File: config.mk
export PLATFORM = sky130hd
export DESIGN_NAME = drive_controller
export DESIGN_NICKNAME = d
export VERILOG_FILES = /design/src/rtl/drive_pkg.sv /design/src/rtl/drive_controller_pwm_gen.sv /design/src/rtl/drive_controller.sv
export SDC_FILE = /design/constraint.sdc
export NUM_CORES = 1
export LEC_CHECK = 0
export ABC_CLOCK_PERIOD_IN_PS = 2700
export BUFFER_PORTS_ARGS = -buffer_cell sky130_fd_sc_hd__buf_2
export CAP_MARGIN = 20
export CORE_MARGIN = 3
export CORE_UTILIZATION = 55
export CTS_CLUSTER_DIAMETER = 40
export DETAILED_ROUTE_END_ITERATION = 7
export GPL_ROUTABILITY_DRIVEN = 0
export PLACE_DENSITY = 0.77
export SYNTH_ARGS = -nofsm -noshare
export SYNTH_HDL_FRONTEND = slang
export SYNTH_HIERARCHICAL = 1
export SYNTH_SLANG_ARGS = --single-unit
export TNS_END_PERCENT = 50
File: constraint.sdc
create_clock -name clk -period 2.7 [get_ports clk]
set_input_delay 0.27 -clock clk [delete_from_list [all_inputs] [get_ports clk]]
set_output_delay 0.27 -clock clk [all_outputs]
set_load 0.005 [all_outputs]
File: src/rtl/drive_pkg.sv
// Shared encodings for the two-motor drive controller: FSM state codes,
// tone-detect turn commands and the H-bridge direction pin patterns.
package drive_pkg;

    localparam logic [2:0] ST_FWD       = 3'd0;
    localparam logic [2:0] ST_COLLIDE   = 3'd1;
    localparam logic [2:0] ST_REVERSE   = 3'd2;
    localparam logic [2:0] ST_JUNC_WAIT = 3'd3;
    localparam logic [2:0] ST_TURN      = 3'd4;

    localparam logic [1:0] TD_STRAIGHT = 2'b00;
    localparam logic [1:0] TD_LEFT     = 2'b01;
    localparam logic [1:0] TD_RIGHT    = 2'b10;
    localparam logic [1:0] TD_BACK     = 2'b11;

    // {In1, In2, In3, In4}
    localparam logic [3:0] PAT_FWD  = 4'b0110;
    localparam logic [3:0] PAT_REV  = 4'b1001;
    localparam logic [3:0] PAT_PIVL = 4'b1010;
    localparam logic [3:0] PAT_PIVR = 4'b0101;
    localparam logic [3:0] PAT_OFF  = 4'b0000;

    // Above this duty the bridge stalls the motors.
    localparam int FULL_PCT_MAX = 80;

    typedef struct packed {
        logic       enA;
        logic       enB;
        logic [3:0] pins;
    } bridgeCmd_t;

    function automatic int clampPct(input int pct, input int limit);
        return (pct > limit) ? limit : pct;
    endfunction

    function automatic int maxOf3(input int a, input int b, input int c);
        int m;
        m = (a > b) ? a : b;
        return (m > c) ? m : c;
    endfunction

    function automatic bridgeCmd_t bridgeCmd(input logic enA, input logic enB,
                                             input logic [3:0] pins);
        bridgeCmd_t cmd;
        cmd.enA  = enA;
        cmd.enB  = enB;
        cmd.pins = pins;
        return cmd;
    endfunction

endpackage

File: src/rtl/drive_controller_pwm_gen.sv
// Duty comparator against a shared PWM period counter; ON is the duty in percent.
module pwm_gen #(
    parameter int P  = 100,
    parameter int ON = 80,
    parameter int CW = 7
) (
    input  logic [CW-1:0] cnt,
    output logic          on
);
    localparam int THRESH = P * ON / 100;

    // Duty 0 gives a threshold of 0, so the output never asserts.
    assign on = (cnt < CW'(THRESH));

endmodule

File: src/rtl/drive_controller.sv
// Two-motor H-bridge drive controller: line following, collision halt/back-off,
// junction turns measured in left-shaft encoder pulses.
//
//  state      | meaning
//  -----------+----------------------------------------------------------
//  FWD        | follow the line from dir_ctrl; 1111 means junction
//  COLLIDE    | bridge off while col_n is low; long blockage -> REVERSE
//  REVERSE    | back off for BACKUP_PULSES shaft edges (or until stalled)
//  JUNC_WAIT  | bridge off until tone detection supplies a turn command
//  TURN       | execute the latched turn for its pulse target
module drive_controller
    import drive_pkg::*;
#(
    parameter int CLK_HZ        = 50_000_000,
    parameter int PWM_HZ        = 80,
    parameter int FULL_PCT      = 80,
    parameter int VEER_PCT      = 20,
    parameter int TURN_PULSES   = 40,
    parameter int CLEAR_PULSES  = 10,
    parameter int BACKUP_PULSES = 20,
    parameter int COL_HOLD_CYC  = 25_000_000,
    parameter int STALL_CYC     = 50_000_000
) (
    input  logic       clk,
    input  logic       rst_n,
    input  logic [3:0] dir_ctrl,
    input  logic       col_n,
    input  logic       td_en,
    input  logic [1:0] td_dir,
    input  logic       shaft_l,
    output logic       hb_en_a,
    output logic       hb_en_b,
    output logic [3:0] hb_in,
    output logic [2:0] state,
    output logic       busy
);
    localparam int P        = CLK_HZ / PWM_HZ;
    localparam int CNT_W    = $clog2(P + 1);
    localparam int FULL_EFF = clampPct(FULL_PCT, FULL_PCT_MAX);
    localparam int VEER_EFF = clampPct(VEER_PCT, FULL_EFF);
    localparam int MAX_TGT  = maxOf3(2 * TURN_PULSES, CLEAR_PULSES, BACKUP_PULSES);
    localparam int PULSE_W  = $clog2(MAX_TGT + 1);
    localparam int HOLD_W   = $clog2(COL_HOLD_CYC + 1);
    localparam int STALL_W  = $clog2(STALL_CYC + 1);

    logic [CNT_W-1:0]   pwmCnt;
    logic               fullOn;
    logic               veerOn;
    logic [2:0]         shaftSync;
    logic               shaftRise;
    logic [2:0]         stateNext;
    logic [HOLD_W-1:0]  holdCnt;
    logic [PULSE_W-1:0] pulseCnt;
    logic [PULSE_W-1:0] pulseInc;
    logic [PULSE_W-1:0] pulseTarget;
    logic [STALL_W-1:0] stallCnt;
    logic [1:0]         turnDir;
    logic               targetHit;
    logic               stallHit;
    logic               holdDone;
    bridgeCmd_t         driveNext;

    // Free-running PWM time base shared by both duty comparators
    always_ff @(posedge clk or negedge rst_n) begin
        if (!rst_n)
            pwmCnt <= '0;
        else if (pwmCnt == CNT_W'(P - 1))
            pwmCnt <= '0;
        else
            pwmCnt <= pwmCnt + CNT_W'(1);
    end

    pwm_gen #(.P(P), .ON(FULL_EFF), .CW(CNT_W)) uPwmFull (.cnt(pwmCnt), .on(fullOn));
    pwm_gen #(.P(P), .ON(VEER_EFF), .CW(CNT_W)) uPwmVeer (.cnt(pwmCnt), .on(veerOn));

    // Bring the asynchronous encoder pulse into clk and keep one extra stage for edge detect
    always_ff @(posedge clk or negedge rst_n) begin
        if (!rst_n)
            shaftSync <= '0;
        else
            shaftSync <= {shaftSync[1:0], shaft_l};
    end

    assign shaftRise = shaftSync[1] & ~shaftSync[2];
    assign pulseInc  = (shaftRise && (pulseCnt != '1)) ? pulseCnt + PULSE_W'(1) : pulseCnt;
    assign holdDone  = (holdCnt == HOLD_W'(COL_HOLD_CYC - 1));
    assign stallHit  = !shaftRise && (stallCnt == STALL_W'(STALL_CYC - 1));
    assign targetHit = (pulseInc >= pulseTarget);

    // Pulse goal for the motion currently in progress
    always_comb begin
        pulseTarget = PULSE_W'(BACKUP_PULSES);
        if (state == ST_TURN) begin
            case (turnDir)
                TD_STRAIGHT: pulseTarget = PULSE_W'(CLEAR_PULSES);
                TD_BACK:     pulseTarget = PULSE_W'(2 * TURN_PULSES);
                default:     pulseTarget = PULSE_W'(TURN_PULSES);
            endcase
        end
    end

    // Next-state decision; collision outranks everything except an active back-off
    always_comb begin
        stateNext = state;
        case (state)
            ST_FWD: begin
                if (!col_n)
                    stateNext = ST_COLLIDE;
                else if (dir_ctrl == 4'b1111)
                    stateNext = ST_JUNC_WAIT;
            end
            ST_COLLIDE: begin
                if (col_n)
                    stateNext = ST_FWD;
                else if (holdDone)
                    stateNext = ST_REVERSE;
            end
            ST_REVERSE: begin
                if (targetHit || stallHit)
                    stateNext = ST_FWD;
            end
            ST_JUNC_WAIT: begin
                if (!col_n)
                    stateNext = ST_COLLIDE;
                else if (td_en)
                    stateNext = ST_TURN;
            end
            ST_TURN: begin
                if (!col_n)
                    stateNext = ST_COLLIDE;
                else if (targetHit || stallHit)
                    stateNext = ST_FWD;
            end
            default: stateNext = ST_FWD;
        endcase
    end

    // State, timers and turn latch; every state change starts the counters from zero
    always_ff @(posedge clk or negedge rst_n) begin
        if (!rst_n) begin
            state    <= ST_FWD;
            holdCnt  <= '0;
            pulseCnt <= '0;
            stallCnt <= '0;
            turnDir  <= TD_STRAIGHT;
        end else begin
            state <= stateNext;
            if (stateNext != state) begin
                holdCnt  <= '0;
                pulseCnt <= '0;
                stallCnt <= '0;
            end else begin
                if (state == ST_COLLIDE && !col_n)
                    holdCnt <= holdCnt + HOLD_W'(1);
                if (state == ST_TURN || state == ST_REVERSE) begin
                    pulseCnt <= pulseInc;
                    stallCnt <= shaftRise ? '0 : stallCnt + STALL_W'(1);
                end
            end
            if (state == ST_JUNC_WAIT && col_n && td_en)
                turnDir <= td_dir;
        end
    end

    // Bridge command for the current state and PWM phase
    always_comb begin
        driveNext = bridgeCmd(1'b0, 1'b0, PAT_OFF);
        case (state)
            ST_FWD: begin
                case (dir_ctrl)
                    4'b0000: driveNext = bridgeCmd(fullOn, fullOn, PAT_FWD);
                    4'b0101: driveNext = bridgeCmd(veerOn, fullOn, PAT_FWD);
                    4'b0111: driveNext = bridgeCmd(fullOn, fullOn, PAT_PIVL);
                    4'b1001: driveNext = bridgeCmd(fullOn, veerOn, PAT_FWD);
                    4'b1011: driveNext = bridgeCmd(fullOn, fullOn, PAT_PIVR);
                    default: driveNext = bridgeCmd(1'b0, 1'b0, PAT_OFF);
                endcase
            end
            ST_REVERSE: driveNext = bridgeCmd(fullOn, fullOn, PAT_REV);
            ST_TURN: begin
                case (turnDir)
                    TD_STRAIGHT: driveNext = bridgeCmd(fullOn, fullOn, PAT_FWD);
                    TD_LEFT:     driveNext = bridgeCmd(fullOn, fullOn, PAT_PIVL);
                    default:     driveNext = bridgeCmd(fullOn, fullOn, PAT_PIVR);
                endcase
            end
            default: driveNext = bridgeCmd(1'b0, 1'b0, PAT_OFF);
        endcase
    end

    // Registered bridge pins; reset forces the bridge off immediately
    always_ff @(posedge clk or negedge rst_n) begin
        if (!rst_n) begin
            hb_en_a <= 1'b0;
            hb_en_b <= 1'b0;
            hb_in   <= PAT_OFF;
        end else begin
            hb_en_a <= driveNext.enA;
            hb_en_b <= driveNext.enB;
            hb_in   <= driveNext.pins;
        end
    end

    assign busy = (state == ST_JUNC_WAIT) || (state == ST_TURN) || (state == ST_REVERSE);

endmodule

==> results.sh, run 1 <==
export IMPL_tightest_slew_ns=0.496
export IMPL_synthesis_nets=628
export IMPL_antenna_cells=0
export IMPL_io_pins=21
export IMPL_ys_flop_type="dfrtp_1"
export IMPL_track_usage_pct=22.3
export IMPL_vdd_ir_drop_max_v=0.000353
export IMPL_numCtsBuffers=9
export IMPL_area_growth_pct=13.3
export IMPL_setup_viol=58
export IMPL_cts_tree="built"
export IMPL_grt_ovfl_total=0
export IMPL_arrival_ns=3.23
export IMPL_vias=4547
export IMPL_critPathMaxStageDelay_ns=0.40
export IMPL_drc_errors=0
export IMPL_crit_cells=12
export IMPL_drt_iter0_drc=153
export IMPL_cp_slowest_cell="dfrtp_1"
export IMPL_critPathRequiredTime_ns=3.00
export IMPL_synthXorXnorAreaFrac_pct=8.35
export IMPL_path_max_fanout=9
export IMPL_antenna_found_initial=0
export IMPL_path_clk_slew_ns=0.10
export IMPL_power_total_w=0.00323
export IMPL_power_leakage_nw=2.54
export IMPL_start_kind="flip-flop"
export IMPL_rsz0062_at_grt="yes"
export IMPL_cp_common_cell="ha_4"
export IMPL_fin_ws_ns=-0.223
export IMPL_ys_ff_latch=92
export IMPL_final_layout_size_suffix_gt1_share_pct=14.8
export IMPL_dp_cells=753
export IMPL_syn_area_mm2=0.00535
export IMPL_nets=665
export IMPL_port_buffers=20
export IMPL_finalHoldViolations=0
export IMPL_drv_slew=0
export IMPL_synth_cells=602
export IMPL_power_density_mw_per_mm2=533
export IMPL_die_width_um=105
export IMPL_slew_limit_headroom_pct=66.9
export IMPL_drt_total_wl_um=11800
export IMPL_synth_adder_area_share_pct=3.51
export IMPL_grt_pass1_vias=4492
export IMPL_path_buf_inv=2
export IMPL_final_cells=773
export IMPL_cts_max_path_buffers=2
export IMPL_reg2reg_depth=12
export IMPL_status="finished with violations"
export IMPL_finClkSkew_ns=0.0112
export IMPL_cp_top_family="simple AND/OR/NAND/NOR gates"
export IMPL_cts_htree_levels=3
export IMPL_path_cells="ha_4 -> nand3_1 -> nor2_2 -> mux2_4 -> ha_4 -> a211oi_1 -> o221ai_1 -> nor4_1 -> o211ai_1 -> buf_4 -> clkbuf_16 -> nor2_1"
export IMPL_crit_type="reg2reg"
export IMPL_period_needed_ns=2.92
export IMPL_fillCellCount=785
export IMPL_synth_edf_count=0
export IMPL_post_route_period_util_pct=108
export IMPL_synth_compound_area_share_pct=11.4
export IMPL_start_util_pct=57.4
export IMPL_synth_area_per_cell_um2=8.89
export IMPL_synth_top_family_by_area="simple AND/OR/NAND/NOR gates"
export IMPL_yosys_area_share_simple_pct=28.4
export IMPL_dieArea_mm2=0.0109
export IMPL_failed_checks="setup timing"
export IMPL_drv_cap=0
export IMPL_layout_commonest_cell="dfrtp_1"
export IMPL_final_cell_mix="dfrtp_1 (92), nor2_1 (81), nand2_1 (58)"
export IMPL_wl_per_cell_um=15.2
export IMPL_yosysSeqAreaShare_pct=43.0
export IMPL_grt_pass1_wl_um=20400
export IMPL_ant_nets=0
export IMPL_yosysWarningCount=6
export IMPL_dr_pass1_iters=5
export IMPL_clock_latency_ns=0.38
export IMPL_coreArea_mm2=0.00933
export IMPL_hold_path_depth=3
export IMPL_synth_distinct_cells=56
export IMPL_rows=35
export IMPL_hpwl_um=8270
export IMPL_post_place_ws_ns=-0.208
export IMPL_grt_max_degree=38
export IMPL_clock_root_buffer="clkbuf_8"
export IMPL_clock_fmax_mhz=342
export IMPL_die_y_um=105
export IMPL_cts_sinks=92
export IMPL_cp_end_kind="flip-flop"
export IMPL_synthMuxAreaShare_pct=1.82
export IMPL_hp_class="in2reg"
export IMPL_synth_async_reset_ratio_pct=100
export IMPL_via_per_inst=5.88
-- path summary, 6_finish.rpt --
check	slack (ns)	startpoint	endpoint
worst max-delay path	-0.22	pulseCnt[0]$_DFFE_PN0P_	holdCnt[22]$_DFFE_PN0P_
worst min-delay path	0.11	td_dir[0]	turnDir[0]$_DFFE_PN0P_
worst max register to register	-0.22	pulseCnt[0]$_DFFE_PN0P_	holdCnt[22]$_DFFE_PN0P_
worst min register to register	0.37	shaftSync[0]$_DFF_PN0_	shaftSync[1]$_DFF_PN0_
max in group asynchronous	1.62	rst_n	holdCnt[21]$_DFFE_PN0P_
min in group asynchronous	0.39	rst_n	hb_en_a$_DFF_PN0_
-- what timing repair did --
action,4_1_cts,5_1_grt
hold endpoints to repair,35,0
gates cloned,0,1
buffers inserted,0,1
endpoints found under the setup margin,58,60
hold buffers,2,0
pin swaps,2,5
resized for setup,3,2
-- stage by stage --
step | area (um^2) | utilization, % | setup TNS [ns] | hold slack [ns]
2_1_floorplan | 5400 | - | -1.50 | -0.0256
3_3_place_gp | 5780 | 62.0 | -1.23 | 0.259
3_5_place_dp | 5780 | 62.0 | -7.59 | 0.272
4_1_cts | 6020 | 64.5 | -10.63 | 0.0964
5_1_grt | 6060 | 65.0 | -21.93 | 0.113
6_report | 6060 | 65.0 | -9.33 | 0.108
-- layout make-up --
type	count	area [um^2]	area share (%)
tap	129	161	2.66
clock buffer	9	124	2.04
inverter	12	45.0	0.743
multi-input combinational	468	2930	48.2
sequential	92	2300	38.0
timing repair buffer	56	424	7.00
clock inverter	7	81.3	1.34
-- sequential cells by signal (all words and copies together), names as in the netlist, 2 cells and up --
name	count
hb_in	4
holdCnt	25
pulseCnt	7
pwmCnt	20
shaftSync	3
stallCnt	26
state	3
turnDir	2
-- cell families after synthesis --
kind of cell / after synthesis
xor+xnor: 51
buf+inv: 42
flops: 92
simple gates: 296
mux: 9
fa+ha+maj: 15
compound gates: 97
-- synth_stat cells (3+ instances only) --
library cell	number	area share, %
a21oi_1	34	3.2
a31oi_1	9	1.1
and2_1	10	1.2
and3_1	17	2.0
and4_1	10	1.6
buf_2	8	0.75
buf_6	3	0.63
clkbuf_1	19	1.3
dfrtp_1	92	43
ha_1	15	3.5
inv_1	12	0.84
mux2i_1	6	1.1
nand2_1	58	4.1
nand2b_1	8	0.94
nand3_1	30	2.8
nand3b_1	3	0.42
nand4_1	23	2.7
nand4b_1	4	0.65
nor2_1	85	6.0
nor2b_1	5	0.58
nor3_1	17	1.6
nor4_1	7	0.82
nor4b_1	5	0.82
o21ai_0	26	2.4
o221ai_1	3	0.49
or3_1	5	0.58
xnor2_1	25	4.1
xor2_1	26	4.3
-- power by group --
part	internal [W]	total [W]	leakage, nW	switching [W]
Sequential	0.00143	0.00147	1.25	0.0000382
Combinational	0.000327	0.000791	1.18	0.000463
Clock	0.000444	0.000969	0.107	0.000525
-- routing by layer --
metal	GRT usage [%]	vias up	share of wire, %
li1	-	2204	-
met2	38.4	98	51
met3	5.06	10	4.3
met4	6.47	0	1.1
met5	0	-	0
met1	28.2	2235	44
-- worst reg2reg max path, delay by kind of cell (launching register included) --
| family | cells | cell delay [ns] |
|---|---|---|
| AOI/OAI and AO/OA | 3 | 0.65 |
| adders and majority gates | 2 | 0.38 |
| buffers and inverters | 2 | 0.40 |
| DFF | 1 | 0.40 |
| muxes | 1 | 0.33 |
| and+or+nand+nor | 4 | 0.71 |
Note: power is estimated with default switching activity, not from simulation.
==> inputs of run 2 (changes only) <==
CORE_MARGIN = 10   (was 3)
==> run 2 against run 1 <==
Clock-buffer cell count increased by 2. Power increased by 4.8%. Sequential power about the same. Combinational power increased by 13%. Die area increased by 29%. Critical path depth increased by 2. Global-route usage decreased by 5.1 points. Maximum frequency decreased by 2.3%. Sequential cell count unchanged. Clock skew about the same. The run still ends with setup timing left.
==> results.sh, run 2 (same netlist as run 1, synthesis figures left out) <==
export IMPL_vdd_ir_drop_max_v=0.000342
export IMPL_critPathMaxStageDelay_ns=0.39
export IMPL_largest_reg_flops=26
export IMPL_track_usage_pct=17.3
export IMPL_clock_latency_ns=0.37
export IMPL_grt_pass1_wl_um=20800
export IMPL_failed_checks="setup timing"
export IMPL_nets=664
export IMPL_start_util_pct=57.1
export IMPL_fillCellCount=771
export IMPL_rsz0062_at_grt="yes"
export IMPL_path_max_fanout=17
export IMPL_final_cells=771
export IMPL_post_place_ws_ns=-0.212
export IMPL_setup_viol=58
export IMPL_via_per_inst=5.90
export IMPL_drt_total_wl_um=12700
export IMPL_placed_area_mm2=0.00574
export IMPL_critPathRequiredTime_ns=2.97
export IMPL_grt_ovfl_total=0
export IMPL_antenna_cells=0
export IMPL_finalHoldViolations=0
export IMPL_reg_largest_list="stallCnt x26, holdCnt x25, pwmCnt x20"
export IMPL_io_pins=21
export IMPL_numCtsBuffers=9
export IMPL_die_y_um=119
export IMPL_fin_ws_ns=-0.291
export IMPL_hpwl_um=8590
export IMPL_cts_max_path_buffers=2
export IMPL_arrival_ns=3.26
export IMPL_dr_pass1_iters=5
export IMPL_post_route_period_util_pct=111
export IMPL_drt_iter0_drc=409
export IMPL_coreArea_mm2=0.00937
export IMPL_cp_end_kind="flip-flop"
export IMPL_top_register="stallCnt"
export IMPL_area_growth_pct=15.0
export IMPL_power_density_mw_per_mm2=550
export IMPL_start_kind="flip-flop"
export IMPL_hp_class="in2reg"
export IMPL_final_cell_mix="dfrtp_1 (92), nor2_1 (70), nand2_1 (58)"
export IMPL_drv_slew=0
export IMPL_dieArea_mm2=0.0141
export IMPL_dp_cells=747
export IMPL_port_buffers=20
export IMPL_tightest_slew_ns=0.620
export IMPL_final_layout_size_suffix_gt1_share_pct=16.8
export IMPL_slew_limit_headroom_pct=58.6
export IMPL_layout_commonest_cell="dfrtp_1"
export IMPL_wl_per_cell_um=16.5
export IMPL_clock_fmax_mhz=334
export IMPL_path_cells="ha_2 -> nand2_1 -> o31a_1 -> nand4_1 -> xnor2_1 -> ha_1 -> nand4_1 -> nor3_1 -> mux2_4 -> o41ai_4 -> o211ai_1 -> buf_4 -> buf_12 -> a311oi_2"
export IMPL_status="finished with violations"
export IMPL_cts_tree="built"
export IMPL_antenna_found_initial=0
export IMPL_power_leakage_nw=2.55
export IMPL_vias=4546
export IMPL_finClkSkew_ns=0.0107
export IMPL_path_clk_slew_ns=0.09
export IMPL_clock_root_buffer="clkbuf_8"
export IMPL_final_util_pct=65.7
export IMPL_cp_slowest_cell="dfrtp_1"
export IMPL_cp_common_cell="nand4_1"
export IMPL_cts_sinks=92
export IMPL_crit_type="reg2reg"
export IMPL_final_cell_area_mm2=0.00615
export IMPL_drv_cap=0
export IMPL_die_width_um=119
export IMPL_grt_pass1_vias=4395
export IMPL_grt_max_degree=57
export IMPL_drc_errors=0
export IMPL_period_needed_ns=2.99
export IMPL_rows=35
export IMPL_cts_htree_levels=3
export IMPL_ant_nets=0
run 2: per-stage QoR:
stage | power, W | TNS (ns) | hold slack (ns)
global placement | 0.00215 | -2.68 | 0.269
CTS | 0.00320 | -8.36 | 0.113
global route | 0.00354 | -24.10 | 0.139
floorplan | 0.00194 | -1.50 | -0.0256
finish | 0.00339 | -13.41 | 0.118
detailed placement | 0.00217 | -8.57 | 0.272
run 2: layout make-up:
type | instances | area (um^2) | area share, %
multi-input cells | 468 | 2990 | 48.6
flip-flops and latches | 92 | 2300 | 37.4
repair buffers | 55 | 437 | 7.09
well taps | 129 | 161 | 2.62
clock buffers | 11 | 141 | 2.30
clock inverters | 4 | 73.8 | 1.20
inverters | 12 | 45.0 | 0.732
run 2: where the power goes:
group          switching, W  total (W)  leakage [nW]  internal (W)
Clock              0.000485    0.00103         0.109      0.000543
Combinational      0.000541   0.000892          1.19      0.000352
Sequential        0.0000344    0.00146          1.25       0.00143
run 2: worst max-delay path: cells and delay by family, from the launching register on:
family | cells | cell delay (ns)
xor+xnor | 1 | 0.19
fa+ha+maj | 2 | 0.45
mux | 1 | 0.29
compound gates | 4 | 0.80
buf+inv | 2 | 0.35
simple gates | 4 | 0.42
flops | 1 | 0.39
run 2: final timing paths:
| kind | start | endpoint | slack [ns] | cells after the start |
|---|---|---|---|---|
| min | td_dir[0] | turnDir[0]$_DFFE_PN0P_ | 0.12 | 3 |
| max | pulseCnt[1]$_DFFE_PN0P_ | stallCnt[16]$_DFFE_PN0P_ | -0.29 | 14 |
| max in group asynchronous | rst_n | pwmCnt[5]$_DFF_PN0_ | 1.61 | 3 |
| min in group asynchronous | rst_n | stallCnt[17]$_DFFE_PN0P_ | 0.41 | 2 |
| max reg2reg | pulseCnt[1]$_DFFE_PN0P_ | stallCnt[16]$_DFFE_PN0P_ | -0.29 | 14 |
| min reg2reg | shaftSync[1]$_DFF_PN0_ | shaftSync[2]$_DFF_PN0_ | 0.41 | 0 |
run 2: repair_timing:
| item | 4_1_cts | 5_1_grt |
|---|---|---|
| gates resized for setup | 0 | 28 |
| endpoints found under the hold margin | 37 | 0 |
| buffers inserted | 0 | 4 |
| gates cloned | 0 | 3 |
| hold buffers | 2 | 0 |
| setup endpoints to repair | 58 | 59 |
| pin swaps | 1 | 1 |
run 2: per-layer routing:
metal  global-route usage [%]  wire [um]  vias up
li1                         -          -     2201
met1                     21.9       5710     2219
met2                     28.7       6250      106
met3                     3.62        501       20
met4                     5.34        237        0
met5                        0          0        -
